`src/rtl/chacha_toy_pkg.sv`:
```
// chacha_toy_pkg: shared framer state codes, two-wire plaintext encoding and counter width.
package chacha_toy_pkg;
  localparam int CTR_W = 2;
  typedef logic [1:0] state_t;
  localparam state_t S_IDLE  = 2'd0;
  localparam state_t S_LOAD  = 2'd1;
  localparam state_t S_SHIFT = 2'd2;
  localparam state_t S_HOLD  = 2'd3;
  localparam logic [1:0] PT_IDLE = 2'b00;
  localparam logic [1:0] PT_ONE  = 2'b10;
  localparam logic [1:0] PT_ZERO = 2'b01;
endpackage

```
`src/rtl/pt_bit_shifter.sv`:
```
// pt_bit_shifter: holds the captured word, walks the bit index and collects ciphertext bits in place.
module pt_bit_shifter
  import chacha_toy_pkg::*;
#(
  parameter int DATA_W    = 8,
  parameter bit MSB_FIRST = 1'b1,
  localparam int IW = $clog2(DATA_W)
) (
  input  logic              clk,
  input  logic              reset,
  input  logic              load_i,
  input  logic              step_i,
  input  logic [DATA_W-1:0] data_i,
  input  logic              ct_bit_i,
  output logic              bit_o,
  output logic              last_o,
  output logic [DATA_W-1:0] out_data_o
);
  localparam logic [IW-1:0] FIRST = MSB_FIRST ? IW'(DATA_W-1) : '0;
  localparam logic [IW-1:0] LAST  = MSB_FIRST ? '0 : IW'(DATA_W-1);
  logic [DATA_W-1:0] word_q, ct_q;
  logic [IW-1:0]     idx_q;
  assign bit_o      = word_q[idx_q];
  assign last_o     = idx_q == LAST;
  assign out_data_o = ct_q;
  always_ff @(posedge clk or posedge reset) begin
    if (reset) begin
      word_q <= '0;
      ct_q   <= '0;
      idx_q  <= '0;
    end else begin
      if (load_i) begin
        word_q <= data_i;
        idx_q  <= FIRST;
      end
      if (step_i) begin
        ct_q[idx_q] <= ct_bit_i;
        idx_q       <= last_o ? idx_q : MSB_FIRST ? idx_q - IW'(1) : idx_q + IW'(1);
      end
    end
  end
endmodule

```
`src/rtl/pt_stream_framer.sv`:
```
// pt_stream_framer: serialises plaintext words onto the two-wire encoding and reassembles ciphertext words.
module pt_stream_framer
  import chacha_toy_pkg::*;
#(
  parameter int DATA_W    = 8,
  parameter bit MSB_FIRST = 1'b1
) (
  input  logic              clk,
  input  logic              reset,
  input  logic [DATA_W-1:0] in_data,
  input  logic [CTR_W-1:0]  in_start_ctr,
  input  logic              in_valid,
  output logic              in_ready,
  output logic              pt_one,
  output logic              pt_zero,
  output logic              ks_lock,
  output logic [CTR_W-1:0]  ks_init_value,
  input  logic              ct_bit,
  output logic [DATA_W-1:0] out_data,
  output logic              out_valid,
  input  logic              out_ready,
  output logic              busy
);
  state_t           state_q, state_d;
  logic             rdy_q, lock_q;
  logic [CTR_W-1:0] ctr_q;
  logic             acc, cur_bit, last;
  assign acc           = in_valid & in_ready;
  assign ks_lock       = lock_q;
  assign ks_init_value = ctr_q;
  pt_bit_shifter #(.DATA_W(DATA_W), .MSB_FIRST(MSB_FIRST)) u_shift (
    .clk        (clk),
    .reset      (reset),
    .load_i     (acc),
    .step_i     (state_q == S_SHIFT),
    .data_i     (in_data),
    .ct_bit_i   (ct_bit),
    .bit_o      (cur_bit),
    .last_o     (last),
    .out_data_o (out_data)
  );
  always_ff @(posedge clk or posedge reset) begin
    if (reset) state_q <= S_IDLE;
    else       state_q <= state_d;
  end
  always_comb begin
    state_d = (state_q == S_IDLE  && acc)       ? S_LOAD  :
              (state_q == S_LOAD)               ? S_SHIFT :
              (state_q == S_SHIFT && last)      ? S_HOLD  :
              (state_q == S_HOLD  && out_ready) ? S_IDLE  : state_q;
  end
  always_comb begin
    in_ready          = rdy_q && state_q == S_IDLE;
    out_valid         = state_q == S_HOLD;
    busy              = state_q != S_IDLE;
    {pt_one, pt_zero} = state_q != S_SHIFT ? PT_IDLE : cur_bit ? PT_ONE : PT_ZERO;
  end
  // rdy_q keeps in_ready low until the first edge after reset release
  always_ff @(posedge clk or posedge reset) begin
    if (reset) begin
      rdy_q  <= 1'b0;
      lock_q <= 1'b0;
      ctr_q  <= '0;
    end else begin
      rdy_q  <= 1'b1;
      lock_q <= acc;
      ctr_q  <= acc ? in_start_ctr : ctr_q;
    end
  end
endmodule
```
`config.mk`:
```
export PLATFORM = sky130hd
export DESIGN_NAME = pt_stream_framer
export DESIGN_NICKNAME = d
export VERILOG_FILES = /design/src/rtl/chacha_toy_pkg.sv /design/src/rtl/pt_bit_shifter.sv /design/src/rtl/pt_stream_framer.sv
export SDC_FILE = /design/constraint.sdc
export NUM_CORES = 1
export LEC_CHECK = 0
export CORE_MARGIN = 3
export CORE_UTILIZATION = 51
export DETAILED_ROUTE_END_ITERATION = 10
export PLACE_DENSITY = 0.83
export SETUP_SLACK_MARGIN = 0.5
export SKIP_LAST_GASP = 1
export SLEW_MARGIN = 20
export SYNTH_ARGS = -nofsm -noshare
export SYNTH_HDL_FRONTEND = slang
export SYNTH_SLANG_ARGS = --single-unit
export TNS_END_PERCENT = 5
```
`constraint.sdc`:
```
create_clock -name clk -period 2.35 [get_ports clk]
set_clock_uncertainty 0.15 [all_clocks]
set_input_delay 0.47 -clock clk [delete_from_list [all_inputs] [get_ports clk]]
set_output_delay 0.47 -clock clk [all_outputs]
set_load 0.05 [all_outputs]
```
==> summary.md, run 1 <==
| Metric | Value |
|---|---|
| Outcome | `finished, violations left` |
| Failing checks | `setup timing` |
| EDFF count, synth | `0` |
| Vias | `836` |
| Maxcap violations | `0` |
| Iter 0 DRT Violations | `11` |
| Initial antenna violation count | `0` |
| Setup-failing EPs final | `2` |
| Placed cells | `150` |
| Tmin final | `2.36 ns` |
| Core Rows | `16` |
| Total core area | `2080 um^2` |
| Clock transition at path regs | `0.13 ns` |
| Worst Max-Slew Pin Slew | `0.506 ns` |
| Ant diodes | `0` |
| Wire length on met1 | `969 um` |
| TritonCTS clock tree | `done` |
| Post-DRT Antenna Nets | `0` |
| Startpoint Class | `register` |
| Routed wire length | `2.40 mm` |
| Remaining Overflow, GRT | `0` |
| Area leader, netlist | `dfrtp_1` |
| Root buffer cell | `clkbuf_4` |
| Ports | `31` |
| Longest Clk Path Bufs | `2` |
| CP Capture Type | `output port` |
| Type of the tightest min-delay check | `in2async` |
| First-pass DRT Iterations | `4` |
| Final net count | `148` |
| Final RePlAce weighted congestion | `0.839` |
| GRT Util Overall | `19.5%` |
| Area growth syn-to-layout | `35.4%` |
| Die span in x | `54.3 um` |
| Synthesized net count | `113` |
| Most numerous cell in the Yosys netlist | `dfrtp_1` |
| Clk_lat worst skew | `0.32 ns` |
| Vias in the first global route | `879` |
| Largest net degree at the start of global routing | `26` |
| Die ar. | `2950 um^2` |
| Hold Fails Final Rpt | `0` |
| Cells after Synth | `96` |
| Residual DRC | `0` |
| Layout cell share with drive strength beyond 1 | `30.8%` |
| Synth Register Bits | `25` |
| Top cells by area, synth | `dfrtp_1 53%, mux2_2 10%, mux2_4 8.8%, mux2i_1 5.1%, inv_1 2.2%` |
| CTS Buf Count | `3` |
| CP required | `1.73 ns` |
| Post-synthesis sequential area ratio | `52.6%` |
| Worst hold margin | `0.314 ns` |
| Syn Std Cell Area | `1190 um^2` |
| Routed wl met2 | `1.24 mm` |
| Top_reg_cell synth | `dfrtp_1` |
| HPWL after DPL | `1.73 mm` |
| Fin worst setup slack | `-0.0105 ns` |
| Async S/R FF share, synth | `100%` |
| RSZ-0062 raised after global routing | `yes` |
| # port buffers | `30` |
| Yosys cell types | `29` |
| Starting Density | `57.1%` |
| Met3 routed WL | `152 um` |
| Slew margin rel. | `66.1%` |
| Via density | `5.32` |
| CTS sink cnt | `25` |
| Fmax | `0.424 GHz` |
| Avg WL per Cell | `15.3 um` |
| Slew Limit Fails | `0` |
| Most frequent cells after synthesis | `25 x dfrtp_1, 11 x mux2_2, 7 x inv_1, 7 x mux2_4` |
| H-tree lvl count | `1` |
| Synth warnings | `0` |
| Die H | `54.3 um` |
| WS Path Type | `reg2out` |
| Fin crit share | `100%` |
| Fin cells | `157` |
| First-pass GRT wire length | `3.99 mm` |
| Top Metal Used | `met4` |
| Mean cell area of the mapped netlist | `12.4 um^2` |
| Cts hold-fix bufs | `0` |
| Final Core Density | `77.3%` |
| Arr. time, crit path | `1.74 ns` |
| Worst Path Max Fanout | `6` |
| Top-area cell type share of the netlist area | `52.6%` |
==> cells by family (layout without fill, tap and decap cells) <==
kind of cell             after synthesis  in the layout  share of synthesized area [%]
adder cells (fa/ha/maj)                2              2                           2.10
other                                  1              1                          0.315
AO/OA/AOI/OAI                          5              5                           2.95
multiplexers                          24             24                           24.3
buffers and inverters                 12             46                           4.84
flip-flops                            25             25                           52.6
AND/OR/NAND/NOR                       27             27                           12.8
==> state kept, by name, indices dropped and copies added (netlist names) <==
name	count
ks_init_value	2
ks_lock	1
rdy_q	1
state_q	2
u_shift.idx_q	3
u_shift.out_data_o	8
u_shift.word_q	8
==> layer usage <==
metal | global-route usage [%] | vias up
li1 | - | 400
met1 | 23.9 | 402
met2 | 32.9 | 29
met3 | 4.90 | 5
met4 | 7.47 | 0
met5 | 0 | -
==> cell type report <==
cell class,count,area (um^2)
flip-flops and latches,25,628
well taps,27,33.8
clock buffers,4,26.3
repair buffers,34,344
inverters,8,30.0
multi-input cells,59,547
fillers,134,473
==> worst max-delay path, cell delays in order (launching register included) <==
cell     delay, ns
dfrtp_2       0.48
mux2i_2       0.27
nor3_2        0.11
nor4_4        0.37
buf_12        0.18
==> timing repair <==
| item | in CTS | in global routing |
|---|---|---|
| setup endpoints to repair | 15 | 18 |
| resized for setup | 7 | 0 |
| pin swaps | 0 | 0 |
| setup buffers | 3 | 0 |
==> final timing paths <==
check / slack (ns) / startpoint / to / cells after the start
max: -0.01 / u_shift.idx_q[0] / pt_zero / 4
min: 0.31 / reset / u_shift.out_data_o[2] / 3
max reg2reg: 0.52 / u_shift.idx_q[0] / u_shift.idx_q[2] / 7
min reg2reg: 0.37 / u_shift.out_data_o[1] / u_shift.out_data_o[1] / 1
max in group asynchronous: 1.47 / reset / u_shift.idx_q[2] / 3
min in group clk: 0.37 / u_shift.out_data_o[1] / u_shift.out_data_o[1] / 1
==> layout by cell type, fill, tap and decap left out <==
| cell | synthesis | routed |
|---|---|---|
| a21oi_1 | 1 | 1 |
| and2_1 | 1 | 1 |
| buf_12 | 0 | 2 |
| buf_4 | 1 | 6 |
| clkbuf_1 | 1 | 1 |
| clkbuf_4 | 0 | 3 |
| clkdlybuf4s50_1 | 0 | 25 |
| conb_1 | 1 | 1 |
| dfrtp_1 | 25 | 23 |
| dfrtp_2 | 0 | 2 |
| dlygate4sd2_1 | 0 | 1 |
| ha_1 | 2 | 2 |
| inv_1 | 7 | 7 |
| inv_2 | 1 | 1 |
| mux2_2 | 11 | 11 |
| mux2_4 | 7 | 7 |
| mux2i_1 | 6 | 5 |
| mux2i_2 | 0 | 1 |
| nand2_1 | 2 | 2 |
| nand2b_1 | 4 | 4 |
| nand3_1 | 4 | 4 |
| nand3_2 | 1 | 1 |
| nand3b_1 | 1 | 1 |
| nor2_1 | 6 | 6 |
| nor2_2 | 1 | 1 |
| nor3_1 | 3 | 2 |
| nor3_2 | 0 | 1 |
| nor3b_2 | 1 | 1 |
| nor4_1 | 2 | 1 |
| nor4_4 | 0 | 1 |
| o21ai_0 | 1 | 1 |
| o221ai_1 | 1 | 1 |
| o22ai_2 | 0 | 1 |
| o311a_4 | 0 | 1 |
| or4_1 | 1 | 1 |
==> stage by stage <==
step / worst slack (ns) / cell area [um^2] / setup TNS, ns
after floorplan: 0.354 / 1200 / 0
after global placement: 0.260 / 1530 / 0
after detailed placement: 0.167 / 1530 / 0
after CTS: 0.0233 / 1610 / 0
after global routing: -0.0815 / 1610 / -0.148
final: -0.0105 / 1610 / -0.0174
Power of run 1 is left out: the tool's default activity adds up to more than one toggle a clock period on the data nets, which glitch-free logic cannot reach.
==> inputs of run 2 (changes only) <==
--- a/config.mk
+++ b/config.mk
@@ -5,6 +5,7 @@
 export SDC_FILE = /design/constraint.sdc
 export NUM_CORES = 1
 export LEC_CHECK = 0
+export CORE_ASPECT_RATIO = 1.2
 export CORE_MARGIN = 3
 export CORE_UTILIZATION = 51
 export DETAILED_ROUTE_END_ITERATION = 10
==> summary.md, run 2 (same netlist as run 1, synthesis figures left out) <==
| Metric | Value |
|---|---|
| R2R Path Start | `u_shift.idx_q[1]` |
| Root buffer cell | `clkbuf_4` |
| Slew Limit Fails | `0` |
| Hold Fails Final Rpt | `0` |
| Worst Max-Slew Pin Slew | `0.502 ns` |
| First-pass DRT Iterations | `4` |
| Worst r2r dst | `u_shift.idx_q[2]` |
| Cell Area, Placed | `1540 um^2` |
| TritonCTS clock tree | `done` |
| Final RePlAce weighted congestion | `0.794` |
| Critical path cell sequence | `mux2i_1 -> nor3_2 -> o311a_4 -> buf_12` |
| H-tree lvl count | `1` |
| Ports | `31` |
| WS Path Type | `reg2out` |
| Cts hold-fix bufs | `0` |
| Fmax | `0.436 GHz` |
| Vias | `838` |
| Arr. time, crit path | `1.68 ns` |
| Longest Clk Path Bufs | `2` |
| Iter 0 DRT Violations | `3` |
| GRT Util Overall | `16.6%` |
| Commonest non-fill, non-tap cells in the layout | `25 x clkdlybuf4s50_1, 23 x dfrtp_1, 11 x mux2_2` |
| Fin worst setup slack | `0.0546 ns` |
| Post-DRT Antenna Nets | `0` |
| Clock transition at path regs | `0.13 ns` |
| Layout cell share with drive strength beyond 1 | `31.8%` |
| Clk_lat worst skew | `0.31 ns` |
| Die span in x | `50.1 um` |
| Leading cell type in the layout, fill and taps excluded | `clkdlybuf4s50_1` |
| Die H | `58.9 um` |
| Worst Path Buf+Inv | `1` |
| Maxcap violations | `0` |
| Worst Path Max Fanout | `7` |
| Routed wire length | `2.23 mm` |
| Total core area | `2140 um^2` |
| First-pass GRT wire length | `3.77 mm` |
| Type of the tightest min-delay check | `in2async` |
| RSZ-0062 raised after global routing | `yes` |
| Worst r2r path cells | `4` |
| Pre-CTS WS | `0.198 ns` |
| # port buffers | `30` |
| CTS sink cnt | `25` |
| Cell family with most CP delay | `flip-flops` |
| Starting Density | `55.6%` |
| HPWL after DPL | `1.68 mm` |
| CP Capture Type | `output port` |
| Ant diodes | `0` |
| Outcome | `completed` |
| # fillers | `153` |
| Initial antenna violation count | `0` |
| Via density | `5.27` |
| Startpoint Class | `register` |
| Remaining Overflow, GRT | `0` |
| Largest net degree at the start of global routing | `26` |
| CTS Buf Count | `3` |
| Slew margin rel. | `66.4%` |
| Final net count | `147` |
| Tmin final | `2.30 ns` |
| Worst hold margin | `0.350 ns` |
| Area growth syn-to-layout | `35.4%` |
| Core Rows | `18` |
| Residual DRC | `0` |
| Setup-failing EPs final | `0` |
| R2r setup slk | `0.61 ns` |
| Vias in the first global route | `874` |
| Cell area after layout | `1610 um^2` |
| Avg WL per Cell | `14.0 um` |
| Post-Route Setup TNS | `0 ns` |
| Fin crit share | `97.7%` |
| CP max stage cell | `dfrtp_2` |
| Biggest cell delay along the critical path | `0.48 ns` |
| Die ar. | `2950 um^2` |
| CP required | `1.73 ns` |
-- run 2: cell types whose count changed in the layout (fill, tap and decap cells not counted) --
cell,previous run,this run
clkbuf_1,1,0
clkinv_2,0,1
buf_4,6,5
nor2_2,1,2
nor2_1,6,5
-- run 2: through the flow --
stage / std cells / utilization (%)
final: 159 / 75.2
after global routing: 159 / 75.2
after CTS: 159 / 75.2
after detailed placement: 153 / 71.9
after global placement: 153 / 71.9
after floorplan: 96 / -
-- run 2: worst max-delay path by stage --
stage	startpoint	endpoint	slack [ns]	cells past startpoint
after global routing	u_shift.idx_q[0]	pt_one	-0.02	4
final	u_shift.idx_q[0]	pt_one	0.05	4
after global placement	u_shift.idx_q[0]	pt_one	0.26	4
after floorplan	u_shift.idx_q[0]	pt_zero	0.35	4
after CTS	u_shift.idx_q[0]	pt_one	0.05	4
after detailed placement	u_shift.idx_q[0]	pt_one	0.20	4
-- run 2: repair_timing --
action                                  in CTS  in global routing
gates resized for setup                      8                  0
buffers inserted                             2                  0
pin swaps                                    0                  1
endpoints found under the setup margin      15                 16
-- run 2: final cells by class --
| cell class | instances | area [um^2] | area share [%] |
|---|---|---|---|
| Timing Repair Buffer | 33 | 337 | 20.9 |
| Tap cell | 30 | 37.5 | 2.33 |
| Inverter | 8 | 30.0 | 1.87 |
| Clock buffer | 3 | 22.5 | 1.40 |
| Clock inverter | 1 | 5.00 | 0.311 |
| Sequential cell | 25 | 628 | 39.0 |
| Multi-Input combinational cell | 59 | 549 | 34.1 |
-- run 2: routing by layer --
| metal | track usage [%] | share of wire (%) | vias up | routed length (um) |
|---|---|---|---|---|
| li1 | - | - | 398 | - |
| met1 | 18.9 | 40 | 417 | 898 |
| met2 | 31.5 | 55 | 23 | 1230 |
| met3 | 2.53 | 4.5 | 0 | 100 |
| met4 | 4.74 | 0 | 0 | 0 |
| met5 | 0 | 0 | - | 0 |
-- run 2: worst reg2reg max path, delay by kind of cell, from the launching register on --
kind                     cells  cell delay (ns)
flip-flops                   1             0.56
buffers and inverters        1             0.14
AND/OR/NAND/NOR              2             0.61
adder cells (fa/ha/maj)      1             0.21
Power of run 2 is left out for the same reason.
